### src/rtl/memory_param_sweep_pkg.sv
// Shared definitions for the sweep-clear memory: default geometry and the
// controller state encoding.
package memory_param_sweep_pkg;

   localparam int unsigned DEF_DATA_W = 8;
   localparam int unsigned DEF_ADDR_W = 3;

   typedef enum logic {
      ST_IDLE  = 1'b0,
      ST_SWEEP = 1'b1
   } sweep_state_e;

endpackage

### src/rtl/memory_param_sweep_ctrl.sv
// Clear-sweep controller: walks a word pointer across the whole array,
// one word per clock, and flags the walk with busy.
//
//  state    | meaning
//  ---------+-----------------------------------------------------------
//  ST_IDLE  | normal access allowed; a clear request starts a sweep
//  ST_SWEEP | word cnt_q is overwritten this edge; accesses are dropped
module memory_param_sweep_ctrl
   import memory_param_sweep_pkg::*;
#(
   parameter int unsigned ADDR_W = DEF_ADDR_W
) (
   input  logic              clk_i,
   input  logic              rst_n_i,
   input  logic              clear_i,
   output logic              busy_o,
   output logic              sweep_we_o,
   output logic [ADDR_W-1:0] sweep_addr_o
);

   localparam logic [ADDR_W-1:0] LAST_ADDR = {ADDR_W{1'b1}};

   sweep_state_e      state_q;
   logic [ADDR_W-1:0] cnt_q;
   logic [ADDR_W-1:0] cnt_d;
   logic              busy_q;

   assign cnt_d = cnt_q + {{(ADDR_W-1){1'b0}}, 1'b1};

   // FSM, sweep pointer and registered busy flag; the last word ends the
   // sweep and parks the pointer back at zero.
   always_ff @(posedge clk_i or negedge rst_n_i) begin
      if (!rst_n_i) begin
         state_q <= ST_IDLE;
         cnt_q   <= '0;
         busy_q  <= 1'b0;
      end else begin
         case (state_q)
            ST_IDLE: begin
               if (clear_i) begin
                  state_q <= ST_SWEEP;
                  busy_q  <= 1'b1;
                  cnt_q   <= '0;
               end
            end
            ST_SWEEP: begin
               if (cnt_q == LAST_ADDR) begin
                  state_q <= ST_IDLE;
                  busy_q  <= 1'b0;
                  cnt_q   <= '0;
               end else begin
                  cnt_q <= cnt_d;
               end
            end
            default: begin
               state_q <= ST_IDLE;
               busy_q  <= 1'b0;
               cnt_q   <= '0;
            end
         endcase
      end
   end

   assign busy_o       = busy_q;
   assign sweep_we_o   = busy_q;
   assign sweep_addr_o = cnt_q;

endmodule

### src/rtl/memory_param_sweep.sv
// Single-port synchronous memory with per-bit write mask, registered read
// plus valid strobe, selectable read-during-write bypass and a clear sweep.
module memory_param_sweep
   import memory_param_sweep_pkg::*;
#(
   parameter int unsigned       DATA_W    = DEF_DATA_W,
   parameter int unsigned       ADDR_W    = DEF_ADDR_W,
   parameter logic [DATA_W-1:0] CLEAR_VAL = '0,
   parameter bit                BYPASS    = 1'b1
) (
   input  logic              clk_i,
   input  logic              rst_n_i,
   input  logic [DATA_W-1:0] d_in_i,
   input  logic [DATA_W-1:0] wmask_i,
   input  logic [ADDR_W-1:0] addr_i,
   input  logic              r_enable_i,
   input  logic              w_enable_i,
   input  logic              clear_i,
   output logic [DATA_W-1:0] d_out_o,
   output logic              r_valid_o,
   output logic              busy_o,
   output logic              err_o
);

   localparam int unsigned DEPTH = 1 << ADDR_W;

   logic [DATA_W-1:0] mem_q [DEPTH];
   logic [DATA_W-1:0] d_out_q;
   logic [DATA_W-1:0] d_out_d;
   logic              r_valid_q;
   logic              r_valid_d;
   logic              err_q;

   logic              busy;
   logic              sweep_we;
   logic [ADDR_W-1:0] sweep_addr;
   logic              access_ok;
   logic              access_req;
   logic [DATA_W-1:0] old_word;
   logic [DATA_W-1:0] merged_word;

   memory_param_sweep_ctrl #(
      .ADDR_W (ADDR_W)
   ) u_ctrl (
      .clk_i        (clk_i),
      .rst_n_i      (rst_n_i),
      .clear_i      (clear_i),
      .busy_o       (busy),
      .sweep_we_o   (sweep_we),
      .sweep_addr_o (sweep_addr)
   );

   // A clear request in the same cycle as an access takes priority.
   assign access_ok   = !busy && !clear_i;
   assign access_req  = r_enable_i || w_enable_i;
   assign old_word    = mem_q[addr_i];
   assign merged_word = (old_word & ~wmask_i) | (d_in_i & wmask_i);

   // Storage: sweep writes and normal writes never coincide, since the
   // sweep only runs while busy blocks access.
   always_ff @(posedge clk_i or negedge rst_n_i) begin
      if (!rst_n_i) begin
         for (int i = 0; i < DEPTH; i++) begin
            mem_q[i] <= CLEAR_VAL;
         end
      end else if (sweep_we) begin
         mem_q[sweep_addr] <= CLEAR_VAL;
      end else if (access_ok && w_enable_i) begin
         mem_q[addr_i] <= merged_word;
      end
   end

   // Read data selection; the bypass picks the merged word on a same-cycle write.
   always_comb begin
      d_out_d   = d_out_q;
      r_valid_d = 1'b0;
      if (access_ok && r_enable_i) begin
         r_valid_d = 1'b1;
         if (BYPASS && w_enable_i) begin
            d_out_d = merged_word;
         end else begin
            d_out_d = old_word;
         end
      end
   end

   // Read register and valid strobe.
   always_ff @(posedge clk_i or negedge rst_n_i) begin
      if (!rst_n_i) begin
         d_out_q   <= '0;
         r_valid_q <= 1'b0;
      end else begin
         d_out_q   <= d_out_d;
         r_valid_q <= r_valid_d;
      end
   end

   // Sticky error: any access lost to a sweep or to a competing clear.
   always_ff @(posedge clk_i or negedge rst_n_i) begin
      if (!rst_n_i) begin
         err_q <= 1'b0;
      end else if (access_req && (busy || clear_i)) begin
         err_q <= 1'b1;
      end
   end

   assign d_out_o   = d_out_q;
   assign r_valid_o = r_valid_q;
   assign busy_o    = busy;
   assign err_o     = err_q;

endmodule

### config.mk
export PLATFORM = sky130hd
export DESIGN_NAME = memory_param_sweep
export DESIGN_NICKNAME = d
export VERILOG_FILES = /design/src/rtl/memory_param_sweep_pkg.sv /design/src/rtl/memory_param_sweep_ctrl.sv /design/src/rtl/memory_param_sweep.sv
export SDC_FILE = /design/constraint.sdc
export NUM_CORES = 1
export LEC_CHECK = 0
export CORE_MARGIN = 1
export CORE_UTILIZATION = 57
export CTS_BUF_LIST = sky130_fd_sc_hd__clkbuf_16
export DETAILED_ROUTE_END_ITERATION = 8
export GPL_ROUTABILITY_DRIVEN = 1
export PLACE_DENSITY = 0.79
export SYNTH_ARGS = -nofsm -noshare
export SYNTH_HDL_FRONTEND = slang
export SYNTH_HIERARCHICAL = 1
export SYNTH_SLANG_ARGS = --single-unit
### constraint.sdc
create_clock -name clk_i -period 2.06 [get_ports clk_i]
set_input_delay 0.515 -clock clk_i [delete_from_list [all_inputs] [get_ports clk_i]]
set_output_delay 0.515 -clock clk_i [all_outputs]
set_load 0.01 [all_outputs]
==> impl_results.md, run 1 <==
* Status: finished with violations
* Failing checks: design-rule violations
* Most instantiated cells after synthesis: dfrtp_1, a22o_1, nand2_1
* Worst-case clock buffer depth at 2
* Final GP Congestion at 0.8791
* GRT Util Overall at 0.3202
* Area share of the largest cell type after synthesis at 0.5122
* Largest cells by area after synthesis: dfrtp_1, a22o_1, mux4_2
* Initial antenna violation count at 0
* Synth Area in Compound Gates at 0.1767
* I/O pins at 35
* Startpoint types: input port
* Core ar. at 6459 sq um
* Final Max Tran Viols at 0
* Fmax at 500.0 MHz
* Max-Cap Viols at 0
* H-tree Lvls at 3
* Measured slew at the worst slew-check pin at 0.5429 ns
* Reg2reg setup slack at 0.17 ns
* Die area at 7105 sq um
* Fraction of registers with async set/reset at 1.000
* Critical Path Sink Type: flip-flop
* Primary FF master, synth: dfrtp_1
* Post-route setup TNS at 0 ns
* Crit-path cells: buf_4 > buf_12 > mux2_1 > mux4_2 > mux2_4 > a22o_1
* Critical Path Fanout Max at 8
* Slowest cell on crit path: mux4_2
* Worst VDD drop at 0.5616 mV
* Clk slew on worst S/H paths at 0.07 ns
* Main combinational cell family by area after synthesis: compound AO/OA/AOI/OAI gates
* Global-route wire length before repair at 16770 um
* GRT overflow at 0
* XOR/XNOR Fraction of Synth Area at 0
* Via density at 6.495
* Number of detailed-route iterations in the first pass at 7
* Fillers at 398
* Slew margin rel. at 0.6309
* Layout cells sized above 1 at 0.2574
* DP HPWL at 6649 um
* Simple-gate share of the synthesized area at 0.1154
* Hold Fails Final Rpt at 0
* Count leader, synth: dfrtp_1
* Nets at 426
* Detailed-route DRC error count at 11
* Design area at 5020 sq um
* Post-synthesis adder-cell area fraction at 0.009724
* Largest net degree at the start of global routing at 38
* Distinct cells, synth at 40
* Final Critical Period at 2.000 ns
* LEAKAGE at 2.335 nW
* Worst Path Required at 2.29 ns
* Ant diodes at 0
* Setup CP Type: in2reg
* Mean Syn Cell Area at 12.10 sq um
* Row count at 29
* CTS sink count at 79
* Setup violations, final at 0
* Routed Wire Length at 10410 um
* WP depth at 6
* Crit-path leading delay family: multiplexers
* YS warnings at 6
* Final clock skew at 0.01041 ns
* Vias at 3124
* Cts bufs inserted at 9
* Vias in the first global route at 3067
* TritonCTS clock tree: built
* Die width at 84.29 um
* Crit path buffers/inverters at 2
* Area leader, netlist: dfrtp_1
* Reg2reg path depth at 4
* Post-synth EDFFs at 0
* Final Core Density at 0.7772
* Placed cell areas at 4596 sq um
* Initial core utilization at 0.5976
* Pwr/cell area at 1018 nW/um^2
* Hold crit path type: in2async
* Setup Buffers After CTS at 0
* Post-synthesis mux area share at 0.1601
* Number of antenna-violating nets in the routed design at 0
* Buffers on Ports at 34
* WL/cell at 21.64 um
* Data arrival, critical path at 2.23 ns
* #FFs+latches synth at 79
* Post-Syn Instances at 319
* Root Driver: clkbuf_16
* Detailed Route Iter0 Violations at 365
* Worst-skew pair later-pin latency at 0.35 ns
* Die Y at 84.29 um
* Syn Nets at 346
* Cell area after synthesis at 3860 sq um
* CP max stage delay at 0.49 ns
* Period Utilization, post-route at 0.9709
* Seq/Total Area, Yosys at 0.5122
* Area grow syn2layout at 30.05%
## cell type report
| class | count | area [sq um] | area share |
|---|---|---|---|
| inverter | 5 | 18.77 | 0.003739 |
| sequential | 79 | 1977 | 0.3938 |
| tap | 77 | 96.34 | 0.01919 |
| multi-input combinational | 222 | 1823 | 0.3632 |
| timing repair buffer | 82 | 770.7 | 0.1535 |
| clock buffer | 9 | 225.2 | 0.04487 |
| clock inverter | 7 | 108.9 | 0.02168 |
## kinds of logic after synthesis
kind of cell,count (synthesis)
AO/OA/AOI/OAI,88
AND/OR/NAND/NOR,86
flip-flops,79
multiplexers,45
buffers and inverters,18
adder cells (fa/ha/maj),3
## sequential cells by signal (all words and copies together) (netlist names)
| name | cells |
|---|---|
| mem_q | 64 |
| d_out_o | 8 |
| u_ctrl/sweep_addr_o | 3 |
| err_o | 1 |
| r_valid_o | 1 |
| u_ctrl/busy_o | 1 |
| u_ctrl/state_q | 1 |
## worst register-to-register path, cell delays in order, from the launching register on
cell,delay [ns]
dfrtp_1,0.41
mux2_1,0.29
mux4_2,0.49
mux2_4,0.34
a22o_1,0.24
## what timing repair did
action / 4_1_cts / 5_1_grt
hold buffers: 0 / 0
gates cloned: 2 / 0
endpoints found under the setup margin: 72 / 30
gates resized for setup: 20 / 1
endpoints found under the hold margin: 0 / 0
## report_power, final
group	total [mW]	leakage (nW)	internal [mW]	switching [mW]
registers	1.99	1.08	1.78	0.209
logic	1.34	1.09	0.681	0.660
clock network	1.78	0.165	1.09	0.693
## routing by layer
| layer | wire length, um | up-vias | track usage |
|---|---|---|---|
| met5 | 0 | - | 0 |
| met4 | 359 | 0 | 0.1536 |
| met3 | 848 | 31 | 0.05310 |
| met2 | 4729 | 156 | 0.4747 |
| met1 | 4471 | 1551 | 0.4652 |
| li1 | - | 1386 | - |
## final timing paths
path,startpoint,to
setup / recovery,addr_i[0],mem_q[13]
min in group clk_i,mem_q[40],mem_q[40]
hold / removal,rst_n_i,mem_q[49]
setup reg to reg,mem_q[13],mem_q[13]
max in group asynchronous,rst_n_i,mem_q[37]
hold reg to reg,mem_q[40],mem_q[40]
## through the flow
step | hold slack, ns | cells | power [mW] | setup WS [ns]
4_1_cts | 0.1508 | 481 | 5.090 | 0.007074
6_report | 0.1386 | 481 | 5.111 | 0.05997
5_1_grt | 0.1783 | 481 | 5.311 | -0.003642
3_3_place_gp | 0.4611 | 463 | 3.227 | -0.6572
2_1_floorplan | 0.2194 | 319 | 2.633 | 0.005951
3_5_place_dp | 0.4731 | 463 | 3.275 | -0.7085
## layout by cell type, fill, tap and decap left out, drive strengths merged, types with 7 or more instances in the layout
master / Yosys / layout
dfrtp: 79 / 79
a22o: 50 / 50
buf: 10 / 50
nand2: 39 / 39
clkdlybuf4s50: 0 / 30
mux2: 22 / 22
nor2: 17 / 17
o21ai: 16 / 16
mux2i: 13 / 13
mux4: 10 / 10
inv: 5 / 10
clkbuf: 3 / 9
a31oi: 7 / 7
Power figures use the tool's default switching activity.
==> inputs of run 2 (changes only) <==
PLACE_DENSITY = 0.84   (was 0.79)
==> run 2 against run 1 <==
The run still ends with design-rule violations left. Clock skew shrank 0.0014 ns. Sequential power is essentially flat. Clock-buffer cell count is the same. First-iteration DRC count grew 19%. Via count grew 6.9%. Cell area is essentially flat. Worst setup slack lost 0.030 ns. Worst hold slack gained 0.032 ns. Cell count grew 1.2%. Maximum frequency shrank 1.5%. Critical path type unchanged. Critical endpoint is now mem_q[47]. Largest cell class unchanged. Highest routed layer unchanged.
==> impl_results.md, run 2 (same netlist as run 1, synthesis figures left out) <==
* Most common cell after layout, fill and taps aside: dfrtp_1
* Period Utilization, post-route at 0.9853 (+0.01442)
* Routed length on met1 at 4590 um (+2.7%)
* Setup CP Type: in2reg
* Fillers at 345 (-13%)
* I/O pins at 35 (unchanged)
* Global-route wire length before repair at 18650 um (+11%)
* Final Core Density at 0.7778 (about the same)
* Worst r2r src: mem_q[5]
* Sequential power share at 0.400 (+0.011)
* Placed cell areas at 4598 sq um (about the same)
* Detailed Route Iter0 Violations at 433 (+19%)
* Largest net degree at the start of global routing at 44 (+16%)
* Worst VDD drop at 0.5902 mV (+5.1%)
* Max-Cap Viols at 0 (unchanged)
* DP HPWL at 7102 um (+6.8%)
* Top sig layer: met4
* Via density at 6.860 (+5.6%)
* Die Y at 84.29 um (unchanged)
* Vias in the first global route at 3453 (+13%)
* Post-route setup TNS at 0 ns (unchanged)
* Die width at 84.29 um (unchanged)
* Critical Path Fanout Max at 14 (+6)
* Design area at 5024 sq um (about the same)
* Die area at 7105 sq um (unchanged)
* Initial antenna violation count at 0 (unchanged)
* Most flops, register: mem_q
* Logic pwr share at 0.280 (+0.018)
* Area grow syn2layout at 30.15% (about the same)
* Final Max Tran Viols at 0 (unchanged)
* Pwr/cell area at 996.6 nW/um^2 (-2.1%)
* Core ar. at 6459 sq um (unchanged)
* Measured slew at the worst slew-check pin at 0.5735 ns (+0.03065 ns)
* LEAKAGE at 2.348 nW (+0.55%)
* GRT Util Overall at 0.3551 (+0.03487)
* Fmax at 492.7 MHz (-1.5%)
* Cell internal pwr at 3.415 mW (-3.8%)
* Hold Fails Final Rpt at 0 (unchanged)
* Cts bufs inserted at 9 (unchanged)
* Buffers on Ports at 34 (unchanged)
* Fin Hold WS at 0.1710 ns (+0.03242 ns)
* Most frequent cells in the layout: dfrtp_1, a22o_1, buf_4
* Final setup margin at 0.03026 ns (-0.02971 ns)
* H-tree Lvls at 3 (unchanged)
* Non-filler instance count after layout at 487 (+1.2%)
* Number of antenna-violating nets in the routed design at 0 (unchanged)
* Critical Path Sink Type: flip-flop
* Setup WS pre-CTS at -0.7110 ns (-0.002561 ns)
* CTS sink count at 79 (unchanged)
* Failing checks: design-rule violations
* Slew margin rel. at 0.6176 (-0.01327)
* Switching Power at 1.591 mW (+1.9%)
* Clock power share at 0.320 (-0.029)
* Startpoint types: input port
* Root Driver: clkbuf_16
* Setup violations, final at 0 (unchanged)
* Vias at 3341 (+6.9%)
* Initial core utilization at 0.5976 (unchanged)
* Worst-skew pair later-pin latency at 0.34 ns (about the same)
* Final clock skew at 0.008967 ns (-0.001439 ns)
* Layout cells sized above 1 at 0.2683 (+0.01087)
* Met3 WL post-DR at 1084 um (+28%)
* GRT overflow at 0 (unchanged)
* Worst Path Required at 2.26 ns (-0.03 ns)
* Met2 routed WL at 5652 um (+20%)
* Sw Ratio at 0.3179 (+0.01218)
* Final Critical Period at 2.030 ns (+0.02971 ns)
* Status: finished with violations
* Nets at 432 (+1.4%)
* Number of detailed-route iterations in the first pass at 7 (unchanged)
* Power, Total at 5.006 mW (-2.0%)
* Inst Count DP at 465 (+0.43%)
* Data arrival, critical path at 2.23 ns (about the same)
* Crit path launch: addr_i[0]
* WL/cell at 24.43 um (+13%)
* Detailed-route DRC error count at 10 (-1)
* Hold crit path type: in2async
* Worst-case clock buffer depth at 2 (unchanged)
* Routed Wire Length at 11900 um (+14%)
* Ant diodes at 0 (unchanged)
* TritonCTS clock tree: built
* Final GP Congestion at 0.9159 (+4.2%)
* Row count at 29 (unchanged)
* Largest register FFs at 64 (unchanged)
* Clk slew on worst S/H paths at 0.06 ns (about the same)
run 2: worst max-delay path, stage by stage:
cell and delay, ns:
buf_4 0.15, buf_6 0.19, mux2_2 0.35, mux4_2 0.51, mux2i_2 0.19, buf_4 0.19
o21ai_0 0.12
run 2: path summary, 6_finish.rpt:
check / end / slack, ns / cells past startpoint
worst min register to register: mem_q[7] / 0.49 / 2
min in group clk_i: mem_q[7] / 0.49 / 2
max in group asynchronous: mem_q[54] / 1.33 / 2
worst max register to register: mem_q[45] / 0.17 / 4
worst min-delay path: mem_q[43] / 0.17 / 1
worst max-delay path: mem_q[47] / 0.03 / 7
run 2: what timing repair did:
action                     CTS  global route
pin swaps                    3             0
gates resized for setup     19             9
setup endpoints to repair   72            38
gates cloned                 2             0
hold buffers                 0             0
setup buffers                4             0
run 2: power by group through the flow:
| stage | Sequential, mW | Combinational (mW) | Clock, mW |
|---|---|---|---|
| 2_1_floorplan | 1.99 | 0.645 | 0 |
| 3_3_place_gp | 1.99 | 1.25 | 0 |
| 3_5_place_dp | 2.00 | 1.29 | 0 |
| 4_1_cts | 1.99 | 1.36 | 1.60 |
| 5_1_grt | 2.03 | 1.48 | 1.65 |
| 6_report | 2.00 | 1.40 | 1.60 |
run 2: layer usage:
| layer | vias to the layer above | track usage |
|---|---|---|
| met5 | - | 0 |
| met4 | 0 | 0.1771 |
| met3 | 59 | 0.07178 |
| met2 | 234 | 0.5656 |
| met1 | 1653 | 0.4686 |
| li1 | 1395 | - |
run 2: area by class of cell:
type,count,area [sq um],area share
Tap cell,77,96.34,0.01918
Sequential cell,79,1977,0.3935
Timing Repair Buffer,88,804.5,0.1601
Clock inverter,7,72.57,0.01445
Inverter,5,18.77,0.003736
Multi-Input combinational cell,222,1829,0.3641
Clock buffer,9,225.2,0.04483
==> inputs of run 3 (changes only) <==
clock period = 1.9 ns   (was 2.06 ns; I/O delays follow)
==> run 3 against run 2 <==
Die area is the same. Register-to-register slack got worse by 0.15 ns. Sequential share of layout area decreased by 0.84 points. Worst setup slack worse by 0.018 ns. Critical path depth decreased by 1. Cell count stayed put. Via count shrank 3.9%. The run still ends with design-rule violations left. Clock skew shrank 0.0041 ns. Critical endpoint is now mem_q[13]. Clock power rose by 22%. Total power rose by 12%. Non-clock buffer count unchanged.
==> impl_results.md, run 3 (same netlist as run 1, synthesis figures left out) <==
* Area grow syn2layout at 33.00%
* Initial core utilization at 0.5976 (unchanged)
* Hold_buf cts at 0 (unchanged)
* Setup WS pre-CTS at -0.7998 ns (-0.08880 ns)
* Critical Path Fanout Max at 8 (-6)
* Hold Fails Final Rpt at 0 (unchanged)
* Data arrival, critical path at 2.11 ns (-0.12 ns)
* Final Critical Period at 1.887 ns
* Core ar. at 6459 sq um (unchanged)
* Detailed-route DRC error count at 7 (-3)
* Global-route wire length before repair at 17400 um (-6.7%)
* RSZ-0062 raised after global routing: true
* Die area at 7105 sq um (unchanged)
* Vias at 3211 (-3.9%)
* Startpoint types: input port
* Most common cell after layout, fill and taps aside: dfrtp_1
* Ant diodes at 0 (unchanged)
* Layout cells sized above 1 at 0.2780 (+0.009756)
* WL/cell at 22.35 um (-8.5%)
* Post-route setup TNS at 0 ns (unchanged)
* Worst-skew pair later-pin latency at 0.33 ns (about the same)
* DP HPWL at 6826 um (-3.9%)
* Largest register FFs at 64 (unchanged)
* Period Utilization, post-route at 0.9934
* GRT overflow at 0 (unchanged)
* Nets at 432 (unchanged)
* H-tree Lvls at 3 (unchanged)
* Pwr/cell area at 1092 nW/um^2 (+9.6%)
* Die Y at 84.29 um (unchanged)
* Worst Path Required at 2.12 ns (-0.14 ns)
* Design area at 5134 sq um (+2.2%)
* Final setup margin at 0.01256 ns (-0.01770 ns)
* Final Max Tran Viols at 0 (unchanged)
* Most frequent cells in the layout: dfrtp_1, a22o_1, buf_4
* I/O pins at 35 (unchanged)
* Status: finished with violations
* Measured slew at the worst slew-check pin at 0.6274 ns (+0.05381 ns)
* Failing checks: design-rule violations
* TritonCTS clock tree: built
* Die width at 84.29 um (unchanged)
* Placed cell areas at 4653 sq um (+1.2%)
* Final GP Congestion at 0.8787 (-4.1%)
* Most flops, register: mem_q
* Hold crit path type: in2async
* Power, Total at 5.606 mW (+12%)
* Clk slew on worst S/H paths at 0.06 ns (about the same)
* Root Driver: clkbuf_16
* GRT Util Overall at 0.3272 (-0.02795)
* Vias in the first global route at 3348 (-3.0%)
* Cts bufs inserted at 9 (unchanged)
* Initial antenna violation count at 0 (unchanged)
* Fmax at 529.8 MHz
* Final clock skew at 0.004844 ns (-0.004124 ns)
* Routed Wire Length at 10880 um (-8.5%)
* Setup CP Type: in2reg
* CTS sink count at 79 (unchanged)
* LEAKAGE at 2.392 nW (+1.9%)
* Critical Path Sink Type: flip-flop
* Number of detailed-route iterations in the first pass at 7 (unchanged)
* Row count at 29 (unchanged)
* Largest net degree at the start of global routing at 50 (+14%)
* Buffers on Ports at 34 (unchanged)
* Worst VDD drop at 0.5989 mV (+1.5%)
* Slew margin rel. at 0.5698 (-0.04784)
* Max-Cap Viols at 0 (unchanged)
* Setup violations, final at 0 (unchanged)
* Number of antenna-violating nets in the routed design at 0 (unchanged)
* Detailed Route Iter0 Violations at 298 (-31%)
* Worst-case clock buffer depth at 2 (unchanged)
* Via density at 6.593 (-3.9%)
## run 3: cell count changes in the layout (fill, tap and decap cells not counted), sizes merged
cell | before | now
bufinv | 1 | 3
clkbuf | 9 | 10
clkdlybuf4s50 | 30 | 28
clkinv | 2 | 4
clkinvlp | 1 | 0
dlygate4sd2 | 1 | 2
inv | 8 | 5
## run 3: path summary, 6_finish.rpt
| path | from | to | slack, ns | depth (start not counted) |
|---|---|---|---|---|
| max | addr_i[0] | mem_q[13] | 0.01 | 6 |
| min | rst_n_i | d_out_o[3] | 0.07 | 1 |
| max reg2reg | mem_q[45] | mem_q[13] | 0.02 | 4 |
| min reg2reg | d_out_o[4] | d_out_o[4] | 0.48 | 2 |
| max in group asynchronous | rst_n_i | u_ctrl/sweep_addr_o[0] | 1.24 | 2 |
| min in group clk_i | d_out_o[4] | d_out_o[4] | 0.48 | 2 |
## run 3: repair_timing
item | CTS | global route
gates resized for setup | 25 | 18
buffers inserted | 1 | 0
pin swaps | 2 | 3
cloned | 2 | 0
setup endpoints to repair | 72 | 51
## run 3: metal layers
layer,wire [um],part of all wire,global-route usage
met5,0,0,0
met1,4328,0.40,0.4398
met2,5210,0.48,0.5097
met4,463,0.043,0.1959
met3,880,0.081,0.04818
## run 3: worst max-delay path, stage by stage
cell and delay [ns]:
buf_12 0.12, buf_12 0.13, mux2_4 0.29, mux4_2 0.49, mux2_4 0.34, a22o_1 0.25
## run 3: power by group
group	switching, mW	total (mW)	internal, mW
sequential	0.229	2.16	1.93
clock	0.672	1.95	1.27
combinational	0.740	1.50	0.765
## run 3: layout make-up
type,instances,area [sq um]
inverter,5,18.77
clock buffer,9,225.2
sequential,79,1977
clock inverter,7,111.4
tap,77,96.34
multi-input combinational,222,1862
fill,335,1325
timing repair buffer,88,843.3
## run 3: stage by stage
step / cells / utilization / hold WS (ns)
floorplan: 319 / - / 0.1794
global placement: 468 / 0.7205 / 0.4317
detailed placement: 468 / 0.7205 / 0.4398
CTS: 487 / 0.7871 / 0.08678
global route: 487 / 0.7948 / 0.1108
finish: 487 / 0.7948 / 0.07065
